$ cat config.mk
export PLATFORM = sky130hd
export DESIGN_NAME = branch_resolve_unit
export DESIGN_NICKNAME = d
export VERILOG_FILES = /design/src/rtl/branch_resolve_unit.sv
export SDC_FILE = /design/constraint.sdc
export NUM_CORES = 1
export LEC_CHECK = 0
export BUFFER_PORTS_ARGS = -buffer_cell sky130_fd_sc_hd__buf_2
export CAP_MARGIN = 20
export CORE_MARGIN = 4
export CORE_UTILIZATION = 50
export CTS_BUF_LIST = sky130_fd_sc_hd__clkbuf_2
export CTS_CLUSTER_SIZE = 12
export DETAILED_ROUTE_END_ITERATION = 7
export GPL_TIMING_DRIVEN = 1
export PLACE_DENSITY = 0.91
export SLEW_MARGIN = 20
export SYNTH_ARGS = -nofsm -noshare
export SYNTH_HDL_FRONTEND = slang
export SYNTH_SLANG_ARGS = --single-unit
$ cat constraint.sdc
create_clock -name clk -period 7.1 [get_ports clk]
set_input_delay 0 -clock clk [delete_from_list [all_inputs] [get_ports clk]]
set_output_delay 0 -clock clk [all_outputs]
set_load 0.01 [all_outputs]
$ cat src/rtl/branch_resolve_unit.sv
// Execute-stage branch resolution: E register, condition evaluation, misprediction recovery and predictor update strobe.
// Optional saturating branch/mispredict counters are built when BRU_PERF_CNT_EN is defined.
//
// state | meaning
// IDLE  | E branch (if any) is evaluated and strobes the predictor update this cycle
// HELD  | E is stalled on a branch that already strobed; suppress further updates
module branch_resolve_unit #(
    parameter int XLEN  = 32,
    parameter int CNT_W = 16
) (
    input  logic             clk,
    input  logic             rst,
    input  logic             BranchD,
    input  logic             JumpD,
    input  logic [2:0]       Funct3D,
    input  logic [XLEN-1:0]  PCD,
    input  logic [XLEN-1:0]  PCPlus4D,
    input  logic [XLEN-1:0]  ImmExtD,
    input  logic             Predict_branchD,
    input  logic             StallE,
    input  logic             FlushE,
    input  logic [XLEN-1:0]  RD1E,
    input  logic [XLEN-1:0]  RD2E,
    output logic             Eval_branch,
    output logic             PCSrcE,
    output logic [XLEN-1:0]  PCTargetE,
    output logic             StateUpdateEnable,
    output logic             MispredictE,
    output logic [XLEN-1:0]  RedirectPCE,
    output logic             FlushD_req,
    output logic             FlushE_req,
    output logic [CNT_W-1:0] BranchCount,
    output logic [CNT_W-1:0] MispredictCount
);

    localparam logic [0:0] IDLE = 1'b0;
    localparam logic [0:0] HELD = 1'b1;

    logic            BranchE;
    logic            JumpE;
    logic [2:0]      Funct3E;
    logic [XLEN-1:0] PCE;
    logic [XLEN-1:0] PCPlus4E;
    logic [XLEN-1:0] ImmExtE;
    logic            PredictE;

    logic [0:0] state;
    logic [0:0] stateNext;
    logic       condTaken;

    always_ff @(posedge clk) begin
        if (rst || FlushE) begin
            BranchE  <= 1'b0;
            JumpE    <= 1'b0;
            Funct3E  <= 3'b000;
            PCE      <= '0;
            PCPlus4E <= '0;
            ImmExtE  <= '0;
            PredictE <= 1'b0;
        end else if (!StallE) begin
            BranchE  <= BranchD;
            JumpE    <= JumpD;
            Funct3E  <= Funct3D;
            PCE      <= PCD;
            PCPlus4E <= PCPlus4D;
            ImmExtE  <= ImmExtD;
            PredictE <= Predict_branchD;
        end
    end

    always_comb begin
        condTaken = 1'b0;
        case (Funct3E)
            3'b000:  condTaken = (RD1E == RD2E);
            3'b001:  condTaken = (RD1E != RD2E);
            3'b100:  condTaken = ($signed(RD1E) <  $signed(RD2E));
            3'b101:  condTaken = ($signed(RD1E) >= $signed(RD2E));
            3'b110:  condTaken = (RD1E <  RD2E);
            3'b111:  condTaken = (RD1E >= RD2E);
            default: condTaken = 1'b0;
        endcase
    end

    assign Eval_branch = BranchE | JumpE;
    assign PCSrcE      = JumpE | (BranchE & condTaken);
    assign PCTargetE   = PCE + ImmExtE;
    assign RedirectPCE = PCSrcE ? PCTargetE : PCPlus4E;
    assign MispredictE = Eval_branch & (PCSrcE != PredictE);
    assign FlushD_req  = MispredictE;
    assign FlushE_req  = MispredictE;

    // A cycle with rst asserted never trains the predictor, even from IDLE.
    assign StateUpdateEnable = (state == IDLE) & Eval_branch & ~rst;

    always_comb begin
        stateNext = state;
        case (state)
            IDLE:    if (Eval_branch && StallE && !FlushE) stateNext = HELD;
            HELD:    if (!StallE || FlushE) stateNext = IDLE;
            default: stateNext = IDLE;
        endcase
    end

    always_ff @(posedge clk) begin
        if (rst) state <= IDLE;
        else     state <= stateNext;
    end

`ifdef BRU_PERF_CNT_EN
    logic [CNT_W-1:0] branchCnt;
    logic [CNT_W-1:0] mispredictCnt;

    always_ff @(posedge clk) begin
        if (rst) begin
            branchCnt     <= '0;
            mispredictCnt <= '0;
        end else if (StateUpdateEnable) begin
            if (branchCnt != '1) branchCnt <= branchCnt + CNT_W'(1);
            if (MispredictE && (mispredictCnt != '1)) mispredictCnt <= mispredictCnt + CNT_W'(1);
        end
    end

    assign BranchCount     = branchCnt;
    assign MispredictCount = mispredictCnt;
`else
    assign BranchCount     = '0;
    assign MispredictCount = '0;
`endif

endmodule

After elaboration in Yosys (flattened, before gate mapping)
Cells that the tools add are included.
Operators by class
  add/subtract/negate cells: 1
  order comparisons: 4
  equal/unequal tests: 8
  multiplexer cells: 5
  bitwise gates (word level): 8
  reductions and logical operators: 7
Operators by type and width (number)
  32-bit greater-or-equal comparator: 2
  32-bit less-than comparator: 2
  32-bit adder: 1
  32-bit == test: 1
  32-bit 2-to-1 mux: 1
  32-bit != test: 1
  3-bit == test, second input constant: 4
  1-bit case mux with 6 select lines: 1
  1-bit AND: 4
  3-bit by 1-bit == test with 1-bit output, second input constant: 1
  3-bit zero test: 1
  1-bit logical AND: 2
  1-bit zero test: 2
  1-bit logical OR: 2
  1-bit 2-to-1 mux: 2
  1-bit inverter: 2
  1-bit OR: 2
  1-bit case mux with 2 select lines: 1
  1-bit != test: 1
Storage, ports and cells
  flip-flop bits (word level): 103
  bits of input ports: 170
  output and inout port bits: 102
  logic and storage cells: 41

Depth between registers and ports, before layout
Gate-level depths: netlist (run 1).
  word-level depth: 6
  mapped depth: 13

Worst setup path before layout (run 1)
No wires, ideal clock.
  kind: in2out
  start point: input RD2E[1]
  end point: output FlushE_req
  data arrival time: 2.694 ns
  data required time: 7.100 ns
  path slack: 4.406 ns
  stages on the path: 13
  path through: inv_1 > ha_1 > nor2b_1 > o211ai_1 > a21oi_1 > o311a_2 > nor3_2 > mux2i_1 > a221oi_2 > a211oi_4 > buf_6 > mux2i_1 > buf_4
Between the ends
  cells in the longest elaborated chain, start to end: 6
Ends and longest elaborated chain
  from (decl): RTL line 23  | input logic [XLEN-1:0] RD2E,
  32-bit greater-or-equal comparator, or another cell as far along: RTL line 79  | 3'b111: condTaken = (RD1E >= RD2E);
  1-bit case mux with 6 select lines *: RTL line 73  | case (Funct3E)
  1-bit AND *: RTL line 85  | assign PCSrcE = JumpE | (BranchE & condTaken);
  1-bit OR *: RTL line 85
  1-bit != test *: RTL line 88  | assign MispredictE = Eval_branch & (PCSrcE != PredictE);
  1-bit AND *: RTL line 88
  to (decl): RTL line 31  | output logic FlushE_req,
Every way passes the cells marked *; elsewhere a longest branch is shown, timed or not.

Final worst setup path (run 1)
  start point: register PCE[16]
  end point: output RedirectPCE[29]
Between the ends
  cells in the longest elaborated chain, start to end: 2
Ends and longest elaborated chain
  from (decl): RTL line 42  | logic [XLEN-1:0] PCE;
  from (signal assigned): RTL line 56  | PCE <= '0;
  from (signal assigned): RTL line 64  | PCE <= PCD;
  32-bit adder: RTL line 86  | assign PCTargetE = PCE + ImmExtE;
  32-bit 2-to-1 mux: RTL line 87  | assign RedirectPCE = PCSrcE ? PCTargetE : PCPlus4E;
  to (decl): RTL line 29  | output logic [XLEN-1:0] RedirectPCE,
Every way passes these cells.

==> results.json, run 1 <==
{
  "cp-start-kind": "register",
  "fin_crit_ps": 3767,
  "detail_route.vias_per_cell": 5.262,
  "drv_cap": 0,
  "clkPwrFrac_pct": 21.4,
  "async_flop_share_pct": 0,
  "cts.sinks": 103,
  "period_share_pct": 53.06,
  "crit_fanout": 7,
  "finClkSkew_ps": 32.07,
  "start_util_pct": 51.09,
  "cts_tree": "yes",
  "grt_remaining_overflow": 0,
  "worst_pin_slew_ps": 1092,
  "synth_largest_area_cell": "dfxtp_1",
  "p_seq_share_pct": 50.3,
  "comb_power_share_pct": 28.3,
  "core_um2": 13240,
  "powerDensity_nw_per_um2": 128.5,
  "syn_area_um2": 6765,
  "postRouteAntennaNets": 0,
  "reg2reg_from": "PCPlus4E[6]",
  "post_cts_buffers": 0,
  "swShare_pct": 32.03,
  "grtUsageMet1_pct": 29.98,
  "synthTopCellsByArea": "dfxtp_1 (30%), mux2i_1 (15%), ha_1 (12%), nor2_1 (6.8%), mux2_2 (4.8%)",
  "ys_seq_area_share_pct": 30.48,
  "io_buffers": 239,
  "grt.busiest_layer": "met2",
  "rows": 42,
  "critPathKind": "register to output port",
  "hpwl_um": 14020,
  "dr.pass1.iters": 7,
  "io_pins": 272,
  "synth_top_cell_area_share_pct": 30.48,
  "post-synth-top-count-cell": "nor2_1",
  "numCtsBuffers": 9,
  "finalPower_mw": 1.218,
  "power_switching_mw": 0.3901,
  "cts_root_buf": "clkbuf_2",
  "ys_seq_elements": 103,
  "grt_util_met3_pct": 5.746,
  "crit_path_end_kind": "output port",
  "drv_slew": 0,
  "die_w_um": 124.3,
  "rsz0062_at_grt": "no",
  "syn2layout_area_growth_pct": 40.08,
  "insertion_delay_ps": 620,
  "vias": 6893,
  "synth_flop_cell": "dfxtp_1",
  "ir_drop_mv": 0.1419,
  "min_to": "PCE[24]",
  "first_iter_violations": 316,
  "setup_tns_ps": 0,
  "synth_cells": 766,
  "p_leak_nw": 5.026,
  "hp-class": "input port to register",
  "fp.dieArea_um2": 15460,
  "yosys.cell_types.count": 52,
  "post_cts_resized": 0,
  "grt_pass1_wl_um": 36150,
  "intPower_mw": 0.8279,
  "outcome": "completed",
  "h-tree-depth": 3,
  "fmax_ghz": 0.2654,
  "rrSetupSlack_ps": 5790,
  "final-setup-viol-count": 0,
  "drt_wl_total_um": 22050,
  "nFillCells": 931,
  "hold_viol": 0,
  "synth_common_cells": "nor2_1 (123), mux2i_1 (104), dfxtp_1 (103)",
  "yosysWarnings": 0,
  "synth_area_per_cell_um2": 8.832,
  "met2_usage_pct": 51.40,
  "antenna_found_initial": 2,
  "post-route-drc-count": 0,
  "drive_gt1_share_pct": 26.15,
  "final_nets": 1361,
  "clk_path_buf_depth": 2,
  "grt_max_degree": 104,
  "grt_pass1_vias": 7456,
  "cp_data_required_time_ps": 7100,
  "track_usage_pct": 28.16,
  "path_clk_slew_ps": 310,
  "synth-edff-count": 0,
  "wl_per_cell_um": 16.83,
  "worstHoldStart": "PCD[24]",
  "crit_arrival_ps": 3770,
  "die_y_um": 124.3,
  "r2r_cells": 3,
  "relSlewSlack_pct": 27.23,
  "worstReg2RegEnd": "PCPlus4E[6]",
  "holdPathStages": 4,
  "place.gp.congestion": 0.9453
}
==> cell usage in the layout (no fill, tap or decap), types with 3 or more instances in the layout <==
master and count:
buf_2 238, dlygate4sd3_1 146, nor2_1 123, mux2i_1 104, dfxtp_1 103, ha_1 63
inv_1 48, a21oi_1 42, conb_1 32, mux2_2 29, nand2_1 28, a21o_1 19
xnor2_1 16, xor2_1 15, o21ai_0 14, nand3_1 11, nand4_1 11, clkbuf_2 9
a31oi_1 5, o211ai_1 5, nor2b_1 5, o21bai_1 5, o21a_1 4, nand2b_1 4
and4_1 3, o31ai_1 3, a21boi_0 3, mux2_4 3, inv_6 3, buf_4 3
==> worst max path at each step <==
stage                        from              end  cells after the start  slack [ps]
after CTS                  PCE[9]  RedirectPCE[30]                     11        3330
after global routing       PCE[9]  RedirectPCE[30]                     11        3030
final                     PCE[16]  RedirectPCE[29]                     11        3330
after global placement     PCE[9]  RedirectPCE[30]                     11        4150
after detailed placement  RD1E[1]   RedirectPCE[6]                     13        4070
after floorplan           RD2E[1]       FlushE_req                     13        4410
==> layer usage <==
metal | wire length (um) | part of all wire (%)
met5 | 0 | 0
met4 | 1130 | 5.1
met3 | 1414 | 6.4
met2 | 11390 | 52
met1 | 8115 | 37
==> through the flow <==
step | hold WS [ps] | setup slack (ps) | util, % | instance area (um2) | cells
3_5_place_dp | 235.9 | 4066 | 59.80 | 7919 | 1146
5_1_grt | 88.20 | 3025 | 71.56 | 9477 | 1310
3_3_place_gp | 227.6 | 4145 | 59.80 | 7919 | 1146
6_report | 114.2 | 3333 | 71.56 | 9477 | 1310
2_1_floorplan | 49.48 | 4406 | - | 6882 | 797
4_1_cts | 55.19 | 3334 | 71.52 | 9472 | 1308
==> flip-flops by register name (all words and copies together), names as in the netlist <==
register / flops
BranchE: 1
Funct3E: 3
ImmExtE: 32
JumpE: 1
PCE: 32
PCPlus4E: 32
PredictE: 1
state: 1
==> worst max-delay path: stages, from the launching register on <==
cell,delay [ps]
dfxtp_1,400
ha_1,410
a211oi_1,280
o21ai_0,170
a221oi_1,360
o31ai_1,110
a21oi_1,350
o21ai_1,200
or4_1,440
nand4_1,130
mux2_2,160
buf_2,130
==> cells by family (layout without fill, tap and decap cells) <==
kind of cell	count (synthesis)	count (layout)	synth area share [%]
AO/OA/AOI/OAI	115	115	11.08
XOR/XNOR	31	31	4.013
adder cells (fa/ha/maj)	64	64	11.95
buffers and inverters	117	452	8.729
flip-flops	103	103	30.48
multiplexers	136	136	20.88
other	1	34	0.05543
AND/OR/NAND/NOR	199	199	12.82
==> power by group through the flow <==
stage | registers (mW) | logic [mW] | clock network [mW]
2_1_floorplan | 0.618 | 0.179 | 0
3_3_place_gp | 0.620 | 0.256 | 0
3_5_place_dp | 0.622 | 0.263 | 0
4_1_cts | 0.611 | 0.332 | 0.263
5_1_grt | 0.615 | 0.374 | 0.286
6_report | 0.613 | 0.344 | 0.261
==> final cells by class <==
cell class	instances	area [um2]	share of cell area (%)
clock inverter	7	46.29	0.4885
sequential	103	2062	21.76
tap	176	220.2	2.324
inverter	48	180.2	1.901
timing repair buffer	388	2686	28.35
antenna	2	5.005	0.05281
multi-input combinational	577	4232	44.65
clock buffer	9	45.04	0.4753
==> timing repair <==
item                                    4_1_cts  5_1_grt
hold buffers                                146        0
endpoints found under the setup margin        0        0
hold endpoints to repair                    102        0
Note: power is estimated with default switching activity, not from simulation.
==> inputs of run 2 (changes only) <==
==> constraint.sdc (replaced) <==
create_clock -name clk -period 3.9 [get_ports clk]
set_input_delay 0 -clock clk [delete_from_list [all_inputs] [get_ports clk]]
set_output_delay 0 -clock clk [all_outputs]
set_load 0.01 [all_outputs]
==> run 2 against run 1 <==
  * Global-route usage decreased by 0.93 points
  * Wire length decreased by 1.9%
  * Combinational power increased by 70%
  * Sequential share of layout area increased by 0.96 points
  * First-iteration DRC count decreased by 3.8%
  * Critical path depth increased by 2
  * Design area decreased by 4.2%
  * Hold slack got worse by 23 ps
  * Sequential cell count unchanged
  * Critical endpoint is now RedirectPCE[24]
  * Largest power group unchanged
==> results.json, run 2 (synthesis gave the netlist of run 1 again) <==
{
  "outcome": "completed",
  "cts.sinks": 103,
  "holdPathStages": 2,
  "period_share_pct": 93.43,
  "start_util_pct": 51.09,
  "vias": 6689,
  "crit_arrival_ps": 3640,
  "met2WireLength_um": 11250,
  "grt_pass1_wl_um": 34560,
  "io_pins": 272,
  "numCtsBuffers": 9,
  "layout_common_cells": "buf_2 (238), nor2_1 (123), mux2i_1 (104)",
  "clk_path_buf_depth": 2,
  "dr.max_layer_used": "met4",
  "die_y_um": 124.3,
  "path_clk_slew_ps": 280,
  "io_buffers": 239,
  "h-tree-depth": 3,
  "setup_tns_ps": 0,
  "final_cell_area_um2": 9077,
  "fmax_ghz": 0.2744,
  "insertion_delay_ps": 600,
  "drv_slew": 0,
  "wl_met1_um": 7952,
  "layout_commonest_cell": "buf_2",
  "drt_wl_total_um": 21640,
  "powerDensity_nw_per_um2": 249.2,
  "hold_viol": 0,
  "cts_tree": "yes",
  "hpwl_um": 14370,
  "r2r_cells": 3,
  "core_um2": 13240,
  "final-setup-viol-count": 0,
  "grt_pass1_vias": 6969,
  "dr.pass1.iters": 5,
  "syn2layout_area_growth_pct": 34.18,
  "worst_pin_slew_ps": 1121,
  "finClkSkew_ps": 31.23,
  "fin_crit_ps": 3644,
  "ir_drop_mv": 0.2223,
  "grt_remaining_overflow": 0,
  "first_iter_violations": 304,
  "wl_met3_um": 1373,
  "crit_path_end_kind": "output port",
  "track_usage_pct": 27.23,
  "top_regs": "ImmExtE: 32 flops, PCE: 32 flops, PCPlus4E: 32 flops",
  "place_area_um2": 7919,
  "rows": 42,
  "final_nets": 1317,
  "rsz0062_at_grt": "no",
  "cp_data_required_time_ps": 3900,
  "drive_gt1_share_pct": 27.30,
  "pre_cts_ws_ps": 859.3,
  "fp.dieArea_um2": 15460,
  "antenna_found_initial": 2,
  "wl_per_cell_um": 17.09,
  "crit_fanout": 3,
  "grt_max_degree": 94,
  "p_leak_nw": 4.919,
  "relSlewSlack_pct": 25.29,
  "layout_setup_ws_ps": 256.1,
  "critPathKind": "register to output port",
  "place.gp.congestion": 0.9132,
  "cp-start-kind": "register",
  "post-route-drc-count": 0,
  "postRouteAntennaNets": 0,
  "drv_cap": 0,
  "hp-class": "input port to register",
  "die_w_um": 124.3,
  "cts_root_buf": "clkbuf_2",
  "detail_route.vias_per_cell": 5.284
}
-- run 2: power breakdown --
part           switching, mW  total [mW]  internal [mW]
clock                  0.352       0.564          0.212
combinational          0.291       0.584          0.294
sequential            0.0228        1.11           1.09
total                  0.666        2.26           1.60
-- run 2: per-stage QoR --
stage,cells,hold slack [ps],power (mW),utilization [%]
floorplan,797,49.48,1.451,-
global placement,1146,227.4,1.597,59.80
detailed placement,1146,235.8,1.613,59.80
CTS,1264,52.47,2.258,68.47
global route,1266,61.95,2.373,68.55
finish,1266,91.23,2.262,68.55
-- run 2: path summary, 6_finish.rpt --
path / start / endpoint / slack [ps]
worst max register to register: JumpE / state / 2890
worst max-delay path: ImmExtE[0] / RedirectPCE[24] / 260
worst min register to register: PCPlus4E[12] / PCPlus4E[12] / 530
worst min-delay path: StallE / state / 90
-- run 2: layer usage --
layer	global-route usage, %	up-vias
li1	-	3221
met1	28.08	3068
met2	50.51	317
met3	5.918	83
met4	15.41	0
met5	0	-
-- run 2: what timing repair did --
action,CTS,global route
setup endpoints to repair,0,2
hold buffers,102,0
hold endpoints to repair,102,0
gates resized for setup,0,2
setup buffers,0,0
-- run 2: layout make-up --
class                      instances  area, um2
inverter                          48      180.2
timing repair buffer             344       2246
tap                              176      220.2
sequential                       103       2062
fill                             980       4165
multi-input combinational        577       4237
clock buffer                      11      55.05
antenna                            2      5.005
clock inverter                     5      72.57
-- run 2: worst max-delay path, cell delays in order, from the launching register on --
cell and delay (ps):
dfxtp_1 410, ha_1 170, inv_1 60, fa_1 420
nor2b_1 180, o211ai_1 140, a21oi_1 320, o21bai_1 160
a21oi_1 250, o21ai_0 150, a21boi_0 240, xor2_1 240
mux2_2 200, buf_2 120
==> inputs of run 3 (changes only) <==
--- a/config.mk
+++ b/config.mk
@@ -8,12 +8,12 @@
 export BUFFER_PORTS_ARGS = -buffer_cell sky130_fd_sc_hd__buf_2
 export CAP_MARGIN = 20
 export CORE_MARGIN = 4
-export CORE_UTILIZATION = 50
+export CORE_UTILIZATION = 35
 export CTS_BUF_LIST = sky130_fd_sc_hd__clkbuf_2
 export CTS_CLUSTER_SIZE = 12
 export DETAILED_ROUTE_END_ITERATION = 7
 export GPL_TIMING_DRIVEN = 1
-export PLACE_DENSITY = 0.91
+export PLACE_DENSITY = 0.7
 export SLEW_MARGIN = 20
 export SYNTH_ARGS = -nofsm -noshare
 export SYNTH_HDL_FRONTEND = slang
==> run 3 against run 2 <==
  * Register-to-register slack got worse by 280 ps
  * Clock skew decreased by 10 ps
  * Global-route usage decreased by 8.5 points
  * Critical endpoint unchanged
==> results.json, run 3 (synthesis gave the netlist of run 1 again) <==
{
  "cp_data_required_time_ps": 3900,
  "met2WireLength_um": 10550,
  "die_y_um": 147.0,
  "layout_common_cells": "buf_2 (238), dlygate4sd3_1 (168), nor2_1 (123)",
  "cp-start-kind": "register",
  "vias": 6720,
  "final-setup-viol-count": 0,
  "place_inst": 1232,
  "path_clk_slew_ps": 340,
  "outcome": "completed",
  "p_seq_share_pct": 48.3,
  "dr.max_layer_used": "met4",
  "wl_met3_um": 1305,
  "start_util_pct": 35.93,
  "holdPathStages": 4,
  "powerDensity_nw_per_um2": 233.7,
  "drive_gt1_share_pct": 26.12,
  "numCtsBuffers": 9,
  "swShare_pct": 30.73,
  "p_leak_nw": 5.118,
  "startpoint": "ImmExtE[0]",
  "critPathKind": "register to output port",
  "die_w_um": 147.0,
  "syn2layout_area_growth_pct": 45.57,
  "hp-class": "input port to register",
  "h-tree-depth": 3,
  "period_share_pct": 92.11,
  "grt_remaining_overflow": 0,
  "hold_viol": 0,
  "insertion_delay_ps": 630,
  "drv_slew": 0,
  "finClkSkew_ps": 21.14,
  "detail_route.vias_per_cell": 4.746,
  "fin_crit_ps": 3592,
  "post-route-drc-count": 0,
  "rows": 50,
  "cts_root_buf": "clkbuf_2",
  "power_switching_mw": 0.7074,
  "grt_pass1_wl_um": 33440,
  "antenna_found_initial": 0,
  "fin_hold_ws_ps": 101.6,
  "rrSetupSlack_ps": 2610,
  "layout.cells.non_filler": 1416,
  "grt_max_degree": 69,
  "reg2reg_from": "PCPlus4E[10]",
  "min_to": "ImmExtE[20]",
  "place.gp.congestion": 0.7758,
  "final_nets": 1385,
  "core_um2": 18830,
  "cts.sinks": 103,
  "grt_pass1_vias": 6953,
  "final_cell_area_um2": 9848,
  "io_pins": 272,
  "cts_tree": "yes",
  "r2r_cells": 3,
  "worst_pin_slew_ps": 848.2,
  "fmax_ghz": 0.2784,
  "io_buffers": 239,
  "worstReg2RegEnd": "PCPlus4E[10]",
  "crit_path_end_kind": "output port",
  "clkPwrFrac_pct": 23.8,
  "fp.dieArea_um2": 21620,
  "ir_drop_mv": 0.1721,
  "wl_per_cell_um": 14.79,
  "drt_wl_total_um": 20940,
  "crit_arrival_ps": 3590,
  "finalCoreUtilization_pct": 52.30,
  "layout_commonest_cell": "buf_2",
  "n_antenna_cell": 0,
  "drv_cap": 0,
  "clk_path_buf_depth": 2,
  "hpwl_um": 14080,
  "first_iter_violations": 211,
  "dr.pass1.iters": 4,
  "postRouteAntennaNets": 0,
  "place_area_um2": 8039,
  "top_regs": "ImmExtE: 32 flops, PCE: 32 flops, PCPlus4E: 32 flops",
  "track_usage_pct": 18.73,
  "wl_met1_um": 8460,
  "worstHoldStart": "ImmExtD[20]",
  "crit_fanout": 3,
  "intPower_mw": 1.595,
  "relSlewSlack_pct": 43.45,
  "comb_power_share_pct": 27.8
}
==> run 3: power groups by stage <==
stage,clock network (mW),logic [mW],registers [mW]
finish,0.549,0.640,1.11
global route,0.609,0.703,1.12
CTS,0.568,0.628,1.11
detailed placement,0,0.480,1.13
global placement,0,0.474,1.13
floorplan,0,0.327,1.12
==> run 3: layout make-up <==
class	count	area [um2]
fill	1671	8982
multi-input combinational	577	4240
timing repair buffer	412	2922
sequential	103	2062
tap	260	325.3
inverter	48	180.2
clock inverter	6	68.82
clock buffer	10	50.05
==> run 3: worst max-delay path by stage <==
stage          slack [ps]  cells after the start               to
6_report              310                     13  RedirectPCE[24]
5_1_grt                -9                     11  RedirectPCE[30]
3_5_place_dp          820                     11  RedirectPCE[30]
3_3_place_gp          840                     11  RedirectPCE[30]
2_1_floorplan        1210                     13       FlushE_req
4_1_cts                20                     11  RedirectPCE[30]
==> run 3: stage by stage <==
| stage | TNS, ps | setup WS, ps | power (mW) |
|---|---|---|---|
| global route | -9.237 | -9.237 | 2.431 |
| detailed placement | 0 | 821.6 | 1.611 |
| floorplan | 0 | 1206 | 1.451 |
| global placement | 0 | 839.2 | 1.603 |
| finish | 0 | 307.6 | 2.302 |
| CTS | 0 | 16.48 | 2.308 |
==> run 3: worst max-delay path, cell delays in order, from the launching register on <==
cell	delay, ps
dfxtp_1	410
ha_1	160
inv_1	50
fa_1	400
nor2b_1	170
o211ai_1	150
a21oi_1	280
o21bai_1	150
a21oi_1	210
o21ai_0	150
a21boi_0	260
xor2_1	130
mux2_2	270
buf_2	140
==> run 3: layer usage <==
metal  global-route usage [%]  vias up
met5                        0        -
met4                    7.735        0
met3                    3.701       54
met2                    34.64      259
met1                    20.91     3056
li1                         -     3351
==> run 3: timing repair <==
item,in CTS,in global routing
gates resized for setup,0,3
hold buffers,168,0
endpoints found under the hold margin,103,0
endpoints found under the setup margin,0,6
setup buffers,0,0
